File: config.mk
export PLATFORM = sky130hd
export DESIGN_NAME = instruction_fetch_unit
export DESIGN_NICKNAME = d
export VERILOG_FILES = /design/src/rtl/cpu_pkg.sv /design/src/rtl/if_id_reg.sv /design/src/rtl/instruction_fetch_unit.sv
export SDC_FILE = /design/constraint.sdc
export NUM_CORES = 1
export LEC_CHECK = 0
export CAP_MARGIN = 20
export CORE_UTILIZATION = 47
export DETAILED_ROUTE_END_ITERATION = 7
export PLACE_DENSITY = 0.8
export SKIP_CTS_REPAIR_TIMING = 1
export SYNTH_ARGS = -nofsm -noshare
export SYNTH_HDL_FRONTEND = slang
export SYNTH_SLANG_ARGS = --single-unit
File: constraint.sdc
create_clock -name clk -period 3.85 [get_ports clk]
set_clock_uncertainty 0.15 [all_clocks]
set_input_delay 0.77 -clock clk [delete_from_list [all_inputs] [get_ports clk]]
set_output_delay 0.77 -clock clk [all_outputs]
set_load 0.05 [all_outputs]
File: src/rtl/cpu_pkg.sv
`default_nettype none
// ============================================================================
//  Module      : cpu_pkg
//  Description : Shared widths, opcode encodings and fetch-state type for the
//                16-bit pipelined CPU.
//  Revision    : 1.0 - initial release
// ============================================================================
package cpu_pkg;

    localparam int ADDR_W  = 16;
    localparam int INSTR_W = 16;

    // Opcode field (instr[15:12]) encodings
    localparam logic [3:0] OP_HALT  = 4'h0;
    localparam logic [3:0] OP_ANDI  = 4'h1;
    localparam logic [3:0] OP_ORI   = 4'h2;
    localparam logic [3:0] OP_BGT   = 4'h4;
    localparam logic [3:0] OP_BLT   = 4'h5;
    localparam logic [3:0] OP_BEQ   = 4'h6;
    localparam logic [3:0] OP_LBU   = 4'hA;
    localparam logic [3:0] OP_SB    = 4'hB;
    localparam logic [3:0] OP_LW    = 4'hC;
    localparam logic [3:0] OP_SW    = 4'hD;
    localparam logic [3:0] OP_RTYPE = 4'hF;

    // Encoding inserted into a pipeline register that carries no instruction
    localparam logic [INSTR_W-1:0] BUBBLE_WORD = 16'h0000;

    // Fetch run/halt state
    typedef enum logic [0:0] {
        FS_RUN  = 1'b0,
        FS_HALT = 1'b1
    } fetch_state_t;

endpackage
`default_nettype wire

File: src/rtl/if_id_reg.sv
`default_nettype none
// ============================================================================
//  Module      : if_id_reg
//  Description : Generic pipeline register with hold enable and synchronous
//                flush. Flush wins over enable and clears the stage to zero,
//                which reads downstream as an invalid bubble.
//  Revision    : 1.0 - initial release
// ============================================================================
module if_id_reg #(
    parameter int WIDTH = 49
) (
    input  logic             clk,
    input  logic             rst,
    input  logic             en,
    input  logic             flush,
    input  logic [WIDTH-1:0] d,
    output logic [WIDTH-1:0] q
);

    logic [WIDTH-1:0] r_data;

    // Stage storage: async clear, flush to bubble, otherwise load when enabled
    always_ff @(posedge clk or posedge rst) begin
        if (rst) begin
            r_data <= '0;
        end else if (flush) begin
            r_data <= '0;
        end else if (en) begin
            r_data <= d;
        end
    end

    assign q = r_data;

endmodule
`default_nettype wire

File: src/rtl/instruction_fetch_unit.sv
`default_nettype none
// ============================================================================
//  Module      : instruction_fetch_unit
//  Description : Fetch stage. Owns the PC, addresses instruction memory,
//                latches the returned word into IF/ID, and handles stall,
//                branch redirect/flush, HALT detection and fetch counting.
//  Revision    : 1.0 - initial release
// ============================================================================
module instruction_fetch_unit
    import cpu_pkg::*;
#(
    parameter logic [ADDR_W-1:0]  RESET_PC  = 16'h0000,
    parameter logic [ADDR_W-1:0]  PC_STEP   = 16'd2,
    parameter logic [INSTR_W-1:0] HALT_WORD = 16'h0000,
    parameter int                 CNT_W     = 16
) (
    input  logic               clk,
    input  logic               rst,
    input  logic               stall,
    input  logic               redirect_valid,
    input  logic [ADDR_W-1:0]  redirect_target,
    output logic [ADDR_W-1:0]  pc_out,
    input  logic [INSTR_W-1:0] instr_in,
    output logic [INSTR_W-1:0] ifid_instr,
    output logic [ADDR_W-1:0]  ifid_pc,
    output logic [ADDR_W-1:0]  ifid_pc_plus2,
    output logic               ifid_valid,
    output logic               halted,
    output logic               misalign,
    output logic [CNT_W-1:0]   fetch_count
);

    localparam int IFID_W = 1 + INSTR_W + 2 * ADDR_W;

    fetch_state_t       r_state, w_state_next;
    logic [ADDR_W-1:0]  r_pc, w_pc_next, w_pc_inc;
    logic               r_misalign, w_misalign_next;
    logic [CNT_W-1:0]   r_count;
    logic               w_load, w_flush;
    logic [IFID_W-1:0]  w_ifid_d, w_ifid_q;

    // Sequential address wraps naturally at 16 bits
    assign w_pc_inc = r_pc + PC_STEP;

    // State register, PC, sticky misalign flag and fetch counter
    always_ff @(posedge clk or posedge rst) begin
        if (rst) begin
            r_state    <= FS_RUN;
            r_pc       <= RESET_PC;
            r_misalign <= 1'b0;
            r_count    <= '0;
        end else begin
            r_state    <= w_state_next;
            r_pc       <= w_pc_next;
            r_misalign <= w_misalign_next;
            if (w_load) begin
                r_count <= r_count + {{(CNT_W-1){1'b0}}, 1'b1};
            end
        end
    end

    // Next-state decode: redirect > stall > halted > normal fetch
    always_comb begin
        w_state_next    = r_state;
        w_pc_next       = r_pc;
        w_misalign_next = r_misalign;
        w_load          = 1'b0;
        w_flush         = 1'b0;
        if (redirect_valid) begin
            // Bit 0 is dropped so fetch stays halfword aligned
            w_pc_next       = {redirect_target[ADDR_W-1:1], 1'b0};
            w_flush         = 1'b1;
            w_state_next    = FS_RUN;
            w_misalign_next = r_misalign | redirect_target[0];
        end else if (stall) begin
            w_pc_next = r_pc;
        end else if (r_state == FS_HALT) begin
            w_flush = 1'b1;
        end else begin
            w_load = 1'b1;
            if (instr_in == HALT_WORD) begin
                w_state_next = FS_HALT;
            end else begin
                w_pc_next = w_pc_inc;
            end
        end
    end

    assign w_ifid_d = {1'b1, instr_in, r_pc, w_pc_inc};

    if_id_reg #(
        .WIDTH (IFID_W)
    ) u_if_id_reg (
        .clk   (clk),
        .rst   (rst),
        .en    (w_load),
        .flush (w_flush),
        .d     (w_ifid_d),
        .q     (w_ifid_q)
    );

    assign {ifid_valid, ifid_instr, ifid_pc, ifid_pc_plus2} = w_ifid_q;

    assign pc_out      = r_pc;
    assign halted      = (r_state == FS_HALT);
    assign misalign    = r_misalign;
    assign fetch_count = r_count;

endmodule
`default_nettype wire

After elaboration in Yosys (flattened, before gate mapping) --
Index checks and enable logic that the tools add are counted.
Operators by class: add/sub/neg operators 2, eq/ne operators 3, multiplexer cells 16, bitwise operators 1, reduce and logical (&&, ||, !) cells 3
Operator list (number):
- two-way mux 49 bit | 2
- two-way mux 16 bit | 4
- adder 16 x 1 -> 16 bit, second input constant | 1
- adder 16 x 2 -> 16 bit, second input constant | 1
- logical NOT 16 bit | 1
- two-way mux 1 bit | 10
- != test 2 bit, second input constant | 2
- AND reduction 3 bit | 1
- != test 2 x 1 -> 1 bit, second input constant | 1
- nonzero test 2 bit | 1
- OR 1 bit | 1
Word-level totals: register bits 83, bits of input ports 36, output and inout bits 83, logic and storage cells 30

Logic depth before layout (Yosys ltp) --
Gate-level depths: netlist of run 1.
word-level depth 5, gate-level depth with buffers 6, gate-level depth less buffers 5

By module --
A second synthesis of run 1 with hierarchy kept.
Unflattened totals: cells, all modules 358, area total of the unflattened synthesis 3877.5 µm²
Modules (own cells, without submodules):
- if_id_reg | times used 1, cells an instance 159, area an instance 1993.2 µm², sequential area each 1226.2 µm²
- instruction_fetch_unit | times used 1, cells an instance 199, area an instance 1884.3 µm², sequential area each 825.8 µm²

Worst setup path before layout of run 1 --
Ideal clock, no wire load.
path type reg-to-reg, start point reg r_pc[1] (netlist: pc_out[1]), end point reg r_pc[11] (netlist: pc_out[11]), library setup time 120 ps, arrival time 1879 ps, data required time 3580 ps, slack 1701 ps, stages on the path, launching flop included 7, path buffers 1, clock period less this slack 2149 ps, cells stage by stage dfrtp_1 -> ha_1 -> nand3_1 -> buf_2 -> nor4_1 -> o2111ai_1 -> o211a_1
On the way: cells in the longest elaborated chain, start to end 5
RTL lines:
- start, declared | line instruction_fetch_unit.sv:36 | logic [ADDR_W-1:0] r_pc, w_pc_next, w_pc_inc;
- start signal, assigned | line instruction_fetch_unit.sv:54 | r_pc <= w_pc_next;
- adder 16 x 2 -> 16 bit | line instruction_fetch_unit.sv:43 | assign w_pc_inc = r_pc + PC_STEP;
- two-way mux 16 bit | line instruction_fetch_unit.sv:81 | if (instr_in == HALT_WORD) begin
- two-way mux 16 bit | line instruction_fetch_unit.sv:77 | end else if (r_state == FS_HALT) begin
- two-way mux 16 bit | line instruction_fetch_unit.sv:75 | end else if (stall) begin
- two-way mux 16 bit | line instruction_fetch_unit.sv:69 | if (redirect_valid) begin
Every way passes these cells. The select of a mux whose other input is x is not followed. A chain may end at the register's enable or synchronous reset.

Worst setup path after layout of run 1 --
start point reg r_pc[5] (netlist: pc_out[5]), end point out pc_out[5]
RTL lines:
- end, declared | line instruction_fetch_unit.sv:22 | output logic [ADDR_W-1:0] pc_out,
No word-level cell between the ends.

==> results of run 1 <==
worst paths after layout:
kind / endpoint / slack [ns]
setup / recovery: pc_out[5] / 1.10
hold / removal: misalign$_DFFE_PP0P_ / 0.32
setup reg to reg: pc_out[15]$_DFFE_PP0P_ / 1.49
hold reg to reg: misalign$_DFFE_PP0P_ / 0.32
max in group asynchronous: u_if_id_reg.q[20]$_DFFE_PP0P_ / 2.20
min in group asynchronous: u_if_id_reg.q[37]$_DFFE_PP0P_ / 0.68
power by group:
group          switching [W]  internal [W]
Combinational       0.000467      0.000267
Sequential          0.000118      0.000920
Clock               0.000321      0.000368
metrics by stage:
step	utilization, %	hold WS (ns)	cells	power (W)
6_report	67.1	0.325	553	0.00246
5_1_grt	67.1	0.347	553	0.00255
4_1_cts	67.1	0.328	553	0.00247
3_5_place_dp	64.3	0.308	537	0.00179
3_3_place_gp	64.3	0.292	537	0.00177
2_1_floorplan	-	0.606	350	0.00152
layer usage:
layer / share of wire [%] / vias to the layer above / wire length (µm) / global-route usage, %
li1: - / 1497 / - / -
met1: 44 / 1663 / 4610 / 35.5
met2: 47 / 153 / 4930 / 38.5
met3: 6.6 / 16 / 686 / 5.99
met4: 1.7 / 0 / 172 / 8.33
met5: 0 / - / 0 / 0
cell families (layout without fill, tap and decap cells):
kind of cell | Yosys count | after routing
simple gates | 99 | 99
compound gates | 94 | 94
flops | 80 | 80
buf+inv | 43 | 144
xor+xnor | 28 | 28
fa+ha+maj | 2 | 2
other cells | 1 | 3
mux | 1 | 1
cells in the final DEF (no fill, tap or decap), types with 3 or more instances in the layout:
cell	count
nand3_1	11
a31oi_1	3
xnor2_1	10
nor4_1	7
xor2_1	18
a21o_1	3
a22o_1	42
nor4_2	4
clkinv_4	3
a32oi_1	3
o2111ai_1	8
a211oi_1	5
nand4_1	6
nand2b_1	4
buf_4	6
o21ai_0	4
nand2_1	13
conb_1	3
dfrtp_1	80
o311ai_0	5
nor3b_1	3
clkdlybuf4s50_1	115
clkbuf_8	9
nor2_1	21
nor3_1	12
inv_1	5
flip-flops by register name (all words and copies together), names as in the netlist:
register       cells
pc_out            15
halted             1
u_if_id_reg.q     47
fetch_count       16
misalign           1
layout make-up:
| class | count | area [µm²] |
|---|---|---|
| clock buffers | 10 | 128 |
| clock inverters | 6 | 93.8 |
| fillers | 634 | 2580 |
| inverters | 6 | 23.8 |
| multi-input cells | 227 | 1670 |
| flip-flops and latches | 80 | 2000 |
| well taps | 102 | 128 |
| repair buffers | 122 | 1220 |
==> impl_metrics.yaml, run 1 <==
global_routing:
  gr-total-overflow: 0
  grt_pass1_vias: 3268
  antenna_found_initial: 0
  grt_usage_pct: 25.2
  grt_pass1_wl_mm: 16.8
  grt_max_degree: 46
logic_synthesis:
  synth_top_area_share_pct: 51.8
  yosysMostFrequentCell: "dfrtp_1"
  ys_ff_latch: 80
  synth_common_cells: "dfrtp_1 (80), a22o_1 (42), nor2_1 (22), xor2_1 (18)"
  synth_top_family_by_area: "compound AO/OA/AOI/OAI gates"
  synthFlopType: "dfrtp_1"
  synthMuxAreaShare_pct: 0.292
  yosys.area_share.simple_pct: 15.0
  synthTopCellsByArea: "dfrtp_1 (52%), a22o_1 (9.5%), xor2_1 (4.1%)"
  syn-cell-area_um2: 3860
  ys_seq_area_share_pct: 51.8
  synth.largest_area_cell: "dfrtp_1"
  synthXorXnorAreaFrac_pct: 6.35
  avgSynthCellArea_um2: 11.1
  synth_cells: 348
  synth_warnings: 0
  synth_cell_type_count: 56
  synth-compound-area-share_pct: 20.3
  synth_fa_ha_area_share_pct: 0.648
  async_flop_share_pct: 100
  synth_edf_count: 0
sta:
  fin_crit_ns: 2.75
  rsz0062_at_grt: "false"
  fmax_mhz: 363
  hold_viol: 0
  timing.slew.headroom_pct: 49.7
  slew_viol_final: 0
  worst_pin_slew_ns: 0.754
  setup_ws_ns: 1.10
  fin_crit_sh_pct: 71.5
  setup_violations: 0
  setup_tns_ns: 0
finish:
  area_delta_synth_final_pct: 36.3
  fin_area_um2: 5260
  nNetsFinal: 484
  diodes: 0
  drive_gt1_share_pct: 7.98
floorplanning:
  num_io_pins: 119
  design.core.area_um2: 7850
  core.rowCount: 32
  dieArea_um2: 8580
  die_y_um: 92.6
  die_w_um: 92.6
  floorplan.initialDensity_pct: 49.2
setup_path:
  r2r_cells: 5
  crit_type: "flop to output port"
  crit_slowest_cell: "clkdlybuf4s50_1"
  worstSetupStartpointType: "flop"
  cp_cell_sequence: "clkdlybuf4s50_1"
  max_stage_delay_ns: 0.88
  crit_path_end_kind: "output port"
  cp.depth: 1
  cp.required_ns: 2.93
  arrival_ns: 1.83
  critPathTopFamily: "buffers and inverters"
  crit_buf_inv: 1
  cp-startpoint: "pc_out[5]$_DFFE_PP0P_"
  critPathMaxFanout: 11
  timing.rr.start: "pc_out[1]$_DFFE_PP0P_"
clock_tree:
  cts_buffers: 9
  clk_pin_slew_ns: 0.08
  h-tree-depth: 3
  clock_path_buffers: 2
  cts_tree: "built"
  clk_latency_ns: 0.37
  cts.sinks: 80
  cts-root-buf: "clkbuf_8"
placed_design:
  dpl.hpwl_mm: 7.16
  io_buffer_count: 115
  place_congestion: 0.822
  postPlaceCellArea_um2: 5040
  pre_cts_ws_ns: 0.798
route:
  num_vias: 3329
  drc: 0
  dr.pass1.iters: 5
  wl_per_cell_um: 18.8
  final_antenna_net_count: 0
  drtIter0Drc: 259
  drt_wl_total_mm: 10.4
  viasPerCell: 6.02
run:
  drv_cap: 0
worst_hold_path:
  min_path_cells: 1
  hold_start: "misalign$_DFFE_PP0P_"
  hold_class: "flop to flop"
power_and_ir_drop:
  power_density_nw_per_um2: 468
  total_leakage_power_nw: 2.19
  peakVddDrop_mv: 0.233
outcome:
  status: "complete, no violations"
Note: power is estimated with default switching activity, not from simulation.
==> inputs of run 2 (changes only) <==
--- a/config.mk
+++ b/config.mk
@@ -6,9 +6,9 @@
 export NUM_CORES = 1
 export LEC_CHECK = 0
 export CAP_MARGIN = 20
-export CORE_UTILIZATION = 47
+export CORE_UTILIZATION = 42
 export DETAILED_ROUTE_END_ITERATION = 7
-export PLACE_DENSITY = 0.8
+export PLACE_DENSITY = 0.76
 export SKIP_CTS_REPAIR_TIMING = 1
 export SYNTH_ARGS = -nofsm -noshare
 export SYNTH_HDL_FRONTEND = slang
==> constraint.sdc (replaced) <==
create_clock -name clk -period 2.4 [get_ports clk]
set_clock_uncertainty 0.15 [all_clocks]
set_input_delay 0.48 -clock clk [delete_from_list [all_inputs] [get_ports clk]]
set_output_delay 0.48 -clock clk [all_outputs]
set_load 0.05 [all_outputs]
==> impl_metrics.yaml, run 2 (synthesis results as in run 1) <==
finish:
  largest_reg_flops: 47
  num-fill-cells: 697
  diodes: 0
  nNetsFinal: 510
  area_delta_synth_final_pct: 43.3
  fin_util_pct: 62.8
  drive_gt1_share_pct: 13.9
  mostFrequentLayoutCell: "clkdlybuf4s50_1"
  multi_input_area_um2: 1670
  regArea_um2: 2000
  final_cell_mix: "clkdlybuf4s50_1 (110), dfrtp_1 (80), a22o_1 (42), buf_4 (32), nor2_1 (21)"
setup_path:
  r2r_setup_slack_ns: 0.25
  cp.required_ns: 1.77
  timing.rr.start: "pc_out[1]$_DFFE_PP0P_"
  crit_end: "halted"
  critPathMaxFanout: 5
  crit_type: "flop to output port"
  crit_path_end_kind: "output port"
  cp_cell_sequence: "clkdlybuf4s50_1"
  r2r_end: "pc_out[9]$_DFFE_PP0P_"
  cp-startpoint: "halted$_DFFE_PP0N_"
  crit_slowest_cell: "clkdlybuf4s50_1"
  max_stage_delay_ns: 0.86
  crit_buf_inv: 1
  cp.depth: 1
  critPathTopFamily: "buffers and inverters"
  arrival_ns: 1.69
  worstSetupStartpointType: "flop"
  r2r_cells: 6
clock_tree:
  cts.sinks: 80
  cts_tree: "built"
  clk_latency_ns: 0.35
  cts-root-buf: "clkbuf_8"
  clk_pin_slew_ns: 0.08
  clock_path_buffers: 2
  cts_buffers: 9
  h-tree-depth: 3
route:
  dr.pass1.iters: 6
  drtIter0Drc: 195
  viasPerCell: 5.68
  drt_wl_total_mm: 10.3
  num_vias: 3320
  drc: 9
  final_antenna_net_count: 0
  wl_per_cell_um: 17.7
placed_design:
  io_buffer_count: 115
  pre_cts_ws_ns: -0.0313
  dpl.hpwl_mm: 7.21
  place_congestion: 0.894
floorplanning:
  num_io_pins: 119
  die_w_um: 97.9
  design.core.area_um2: 8810
  dieArea_um2: 9580
  core.rowCount: 34
  floorplan.initialDensity_pct: 43.8
  die_y_um: 97.9
sta:
  setup_violations: 0
  hold_viol: 0
  worst_pin_slew_ns: 0.536
  fin_crit_ns: 2.32
  setup_ws_ns: 0.0815
  fin_crit_sh_pct: 96.6
  fmax_mhz: 431
  slew_viol_final: 0
  timing.slew.headroom_pct: 64.1
  rsz0062_at_grt: "false"
power_and_ir_drop:
  total_leakage_power_nw: 2.36
  peakVddDrop_mv: 0.390
  power.total_w: 0.00409
  power_density_nw_per_um2: 740
worst_hold_path:
  hold_class: "flop to flop"
global_routing:
  grt_max_degree: 81
  grt_pass1_vias: 3304
  antenna_found_initial: 0
  grt_usage_pct: 22.3
  grt_pass1_wl_mm: 17.1
  gr-total-overflow: 0
run:
  drv_cap: 0
outcome:
  status: "complete, but fails checks"
  violations: "design-rule violations"
[run 2: changes by cell type in the layout (fill, tap and decap cells not counted), sizes merged]
cell / delta
buf: +30
clkdlybuf4s50: -5
clkinv: -3
bufinv: +1
dlymetal6s2s: +1
inv: +1
[run 2: how the worst min path moves through the flow]
stage,start,endpoint,slack (ns),depth (start not counted)
floorplan,stall,halted$_DFFE_PP0N_,0.43,1
global placement,misalign$_DFFE_PP0P_,misalign$_DFFE_PP0P_,0.29,1
detailed placement,misalign$_DFFE_PP0P_,misalign$_DFFE_PP0P_,0.29,1
CTS,misalign$_DFFE_PP0P_,misalign$_DFFE_PP0P_,0.31,1
global route,misalign$_DFFE_PP0P_,misalign$_DFFE_PP0P_,0.34,1
finish,misalign$_DFFE_PP0P_,misalign$_DFFE_PP0P_,0.31,1
[run 2: stage by stage]
stage	instances	instance area [µm²]	hold slack, ns	setup TNS, ns
after floorplan	350	3870	0.426	0
after global placement	569	5290	0.287	-0.0625
after detailed placement	569	5290	0.295	-0.150
after CTS	584	5530	0.314	-0.0364
after global routing	584	5530	0.340	0
final	584	5530	0.313	0
[run 2: metal layers]
metal  GRT usage (%)  up-vias  routed length (µm)
met5               0        -                   0
met1            32.1     1668                4770
met3            2.65        7                 475
met2            34.7       98                4960
met4            8.39        0                 102
li1                -     1547                   -
[run 2: cell type report]
type                            instances  share of cell area (%)
Clock buffer                           10                    2.49
Clock inverter                          5                    1.88
Inverter                                6                   0.475
Multi-Input combinational cell        227                    30.2
Sequential cell                        80                    36.2
Tap cell                              108                    2.44
Timing Repair Buffer                  148                    26.3
[run 2: power breakdown]
part	total (W)	switching, W	internal [W]
clock network	0.00121	0.000491	0.000716
logic	0.00125	0.000781	0.000466
registers	0.00164	0.000160	0.00148
==> inputs of run 3 (changes only) <==
--- a/config.mk
+++ b/config.mk
@@ -6,10 +6,12 @@
 export NUM_CORES = 1
 export LEC_CHECK = 0
 export CAP_MARGIN = 20
-export CORE_UTILIZATION = 42
+export CORE_UTILIZATION = 44
+export CTS_BUF_LIST = sky130_fd_sc_hd__clkbuf_4 sky130_fd_sc_hd__clkbuf_8
 export DETAILED_ROUTE_END_ITERATION = 7
-export PLACE_DENSITY = 0.76
+export PLACE_DENSITY = 0.79
 export SKIP_CTS_REPAIR_TIMING = 1
 export SYNTH_ARGS = -nofsm -noshare
 export SYNTH_HDL_FRONTEND = slang
+export SYNTH_HIERARCHICAL = 1
 export SYNTH_SLANG_ARGS = --single-unit
==> impl_metrics.yaml, run 3 <==
outcome:
  status: "complete, no violations"
floorplanning:
  num_io_pins: 119
  die_w_um: 95.9
  floorplan.initialDensity_pct: 46.3
  dieArea_um2: 9190
  core.rowCount: 33
  die_y_um: 95.9
  design.core.area_um2: 8380
clock_tree:
  clock_path_buffers: 2
  clk_pin_slew_ns: 0.08
  cts_tree: "built"
  cts.sinks: 82
  clk_latency_ns: 0.34
  cts_buffers: 9
  h-tree-depth: 3
  cts-root-buf: "clkbuf_8"
setup_path:
  arrival_ns: 1.73
  crit_type: "flop to output port"
  crit_path_end_kind: "output port"
  worstSetupStartpointType: "flop"
  critPathMaxFanout: 8
  max_stage_delay_ns: 0.87
  cp.required_ns: 1.77
  cp_cell_sequence: "clkdlybuf4s50_1"
  crit_slowest_cell: "clkdlybuf4s50_1"
  critPathTopFamily: "buffers and inverters"
  crit_buf_inv: 1
logic_synthesis:
  synth.largest_area_cell: "dfrtp_1"
  synth_warnings: 6
  synthTopCellsByArea: "dfrtp_1 (53%), mux2i_1 (13%), nor2_1 (6.8%)"
  synth_cells: 358
  synth_cell_type_count: 41
  synth_edf_count: 0
  syn-cell-area_um2: 3880
  synth_top_area_share_pct: 52.9
  synthFlopType: "dfrtp_1"
  async_flop_share_pct: 100
  yosysMostFrequentCell: "dfrtp_1"
  synth_common_cells: "dfrtp_1 (82), nor2_1 (70), mux2i_1 (49), xnor2_1 (22), a31oi_1 (13)"
  ys_seq_area_share_pct: 52.9
  ys_ff_latch: 82
  avgSynthCellArea_um2: 10.8
finish:
  mostFrequentLayoutCell: "clkdlybuf4s50_1"
  nNetsFinal: 523
  diodes: 0
  final_cell_mix: "clkdlybuf4s50_1 (115), dfrtp_1 (82), nor2_1 (70), mux2i_1 (49), xnor2_1 (22)"
  drive_gt1_share_pct: 8.61
  largest_reg_flops: 49
  area_delta_synth_final_pct: 40.1
  num-fill-cells: 689
  regArea_um2: 2050
  multi_input_area_um2: 1660
  fin_util_pct: 64.8
global_routing:
  grt_pass1_vias: 2914
  gr-total-overflow: 0
  grt_pass1_wl_mm: 14.7
  grt_usage_pct: 21.1
  grt_max_degree: 37
  antenna_found_initial: 0
route:
  final_antenna_net_count: 0
  viasPerCell: 5.20
  num_vias: 3084
  dr.pass1.iters: 4
  drtIter0Drc: 131
  wl_per_cell_um: 15.5
  drt_wl_total_mm: 9.19
  drc: 0
placed_design:
  pre_cts_ws_ns: -0.196
  dpl.hpwl_mm: 6.63
  io_buffer_count: 117
  place_congestion: 0.823
power_and_ir_drop:
  total_leakage_power_nw: 2.30
  power_density_nw_per_um2: 709
  power.total_w: 0.00385
  peakVddDrop_mv: 0.305
sta:
  slew_viol_final: 0
  hold_viol: 0
  whs_ns: 0.316
  setup_tns_ns: 0
  setup_ws_ns: 0.0392
  fin_crit_ns: 2.36
  fin_crit_sh_pct: 98.4
  rsz0062_at_grt: "false"
  worst_pin_slew_ns: 0.531
  timing.slew.headroom_pct: 64.5
  fmax_mhz: 424
  setup_violations: 0
run:
  drv_cap: 0
worst_hold_path:
  hold_class: "flop to flop"
run 3: cell families after synthesis:
family | count (synthesis) | share of synthesized area [%]
other | 2 | 0.194
buffers and inverters | 29 | 4.55
DFF | 82 | 52.9
muxes | 50 | 12.9
and+or+nand+nor | 130 | 16.1
adders and majority gates | 2 | 0.645
xor gates and xnor gates | 29 | 6.55
AOI/OAI and AO/OA | 34 | 6.13
run 3: path summary, 6_finish.rpt:
check / startpoint / end / slack, ns / depth (start not counted)
min in group asynchronous: rst / u_if_id_reg/q[12]$_DFFE_PP0P_ / 0.36 / 2
max in group asynchronous: rst / u_if_id_reg/q[8]$_DFFE_PP0P_ / 1.21 / 3
min: misalign$_DFFE_PP0P_ / misalign$_DFFE_PP0P_ / 0.32 / 1
min reg2reg: misalign$_DFFE_PP0P_ / misalign$_DFFE_PP0P_ / 0.32 / 1
max: pc_out[10]$_DFFE_PP0P_ / pc_out[10] / 0.04 / 1
max reg2reg: pc_out[2]$_DFFE_PP0P_ / pc_out[15]$_DFFE_PP0P_ / 0.21 / 5
run 3: stage by stage:
stage                     cell area (µm²)  cells
final                                5430    593
after global routing                 5430    593
after CTS                            5430    593
after detailed placement             5220    579
after global placement               5220    579
after floorplan                      3880    360
run 3: metal layers:
metal	global-route usage [%]	part of all wire (%)	vias to the layer above
met5	0	0	-
met4	7.59	1.6	0
li1	-	-	1479
met1	29.4	45	1499
met2	32.7	48	94
met3	4.42	5.6	12
run 3: layout make-up:
type                    count  area share [%]
clock buffers              11            2.67
well taps                 105            2.42
clock inverters             3            1.20
multi-input cells         249            30.5
inverters                  10           0.691
flip-flops and latches     82            37.8
repair buffers            133            24.8
run 3: power breakdown:
part	total [W]	switching, W	internal (W)
Clock	0.00109	0.000471	0.000614
Sequential	0.00164	0.000144	0.00150
Combinational	0.00113	0.000702	0.000425
Total	0.00385	0.00132	0.00253
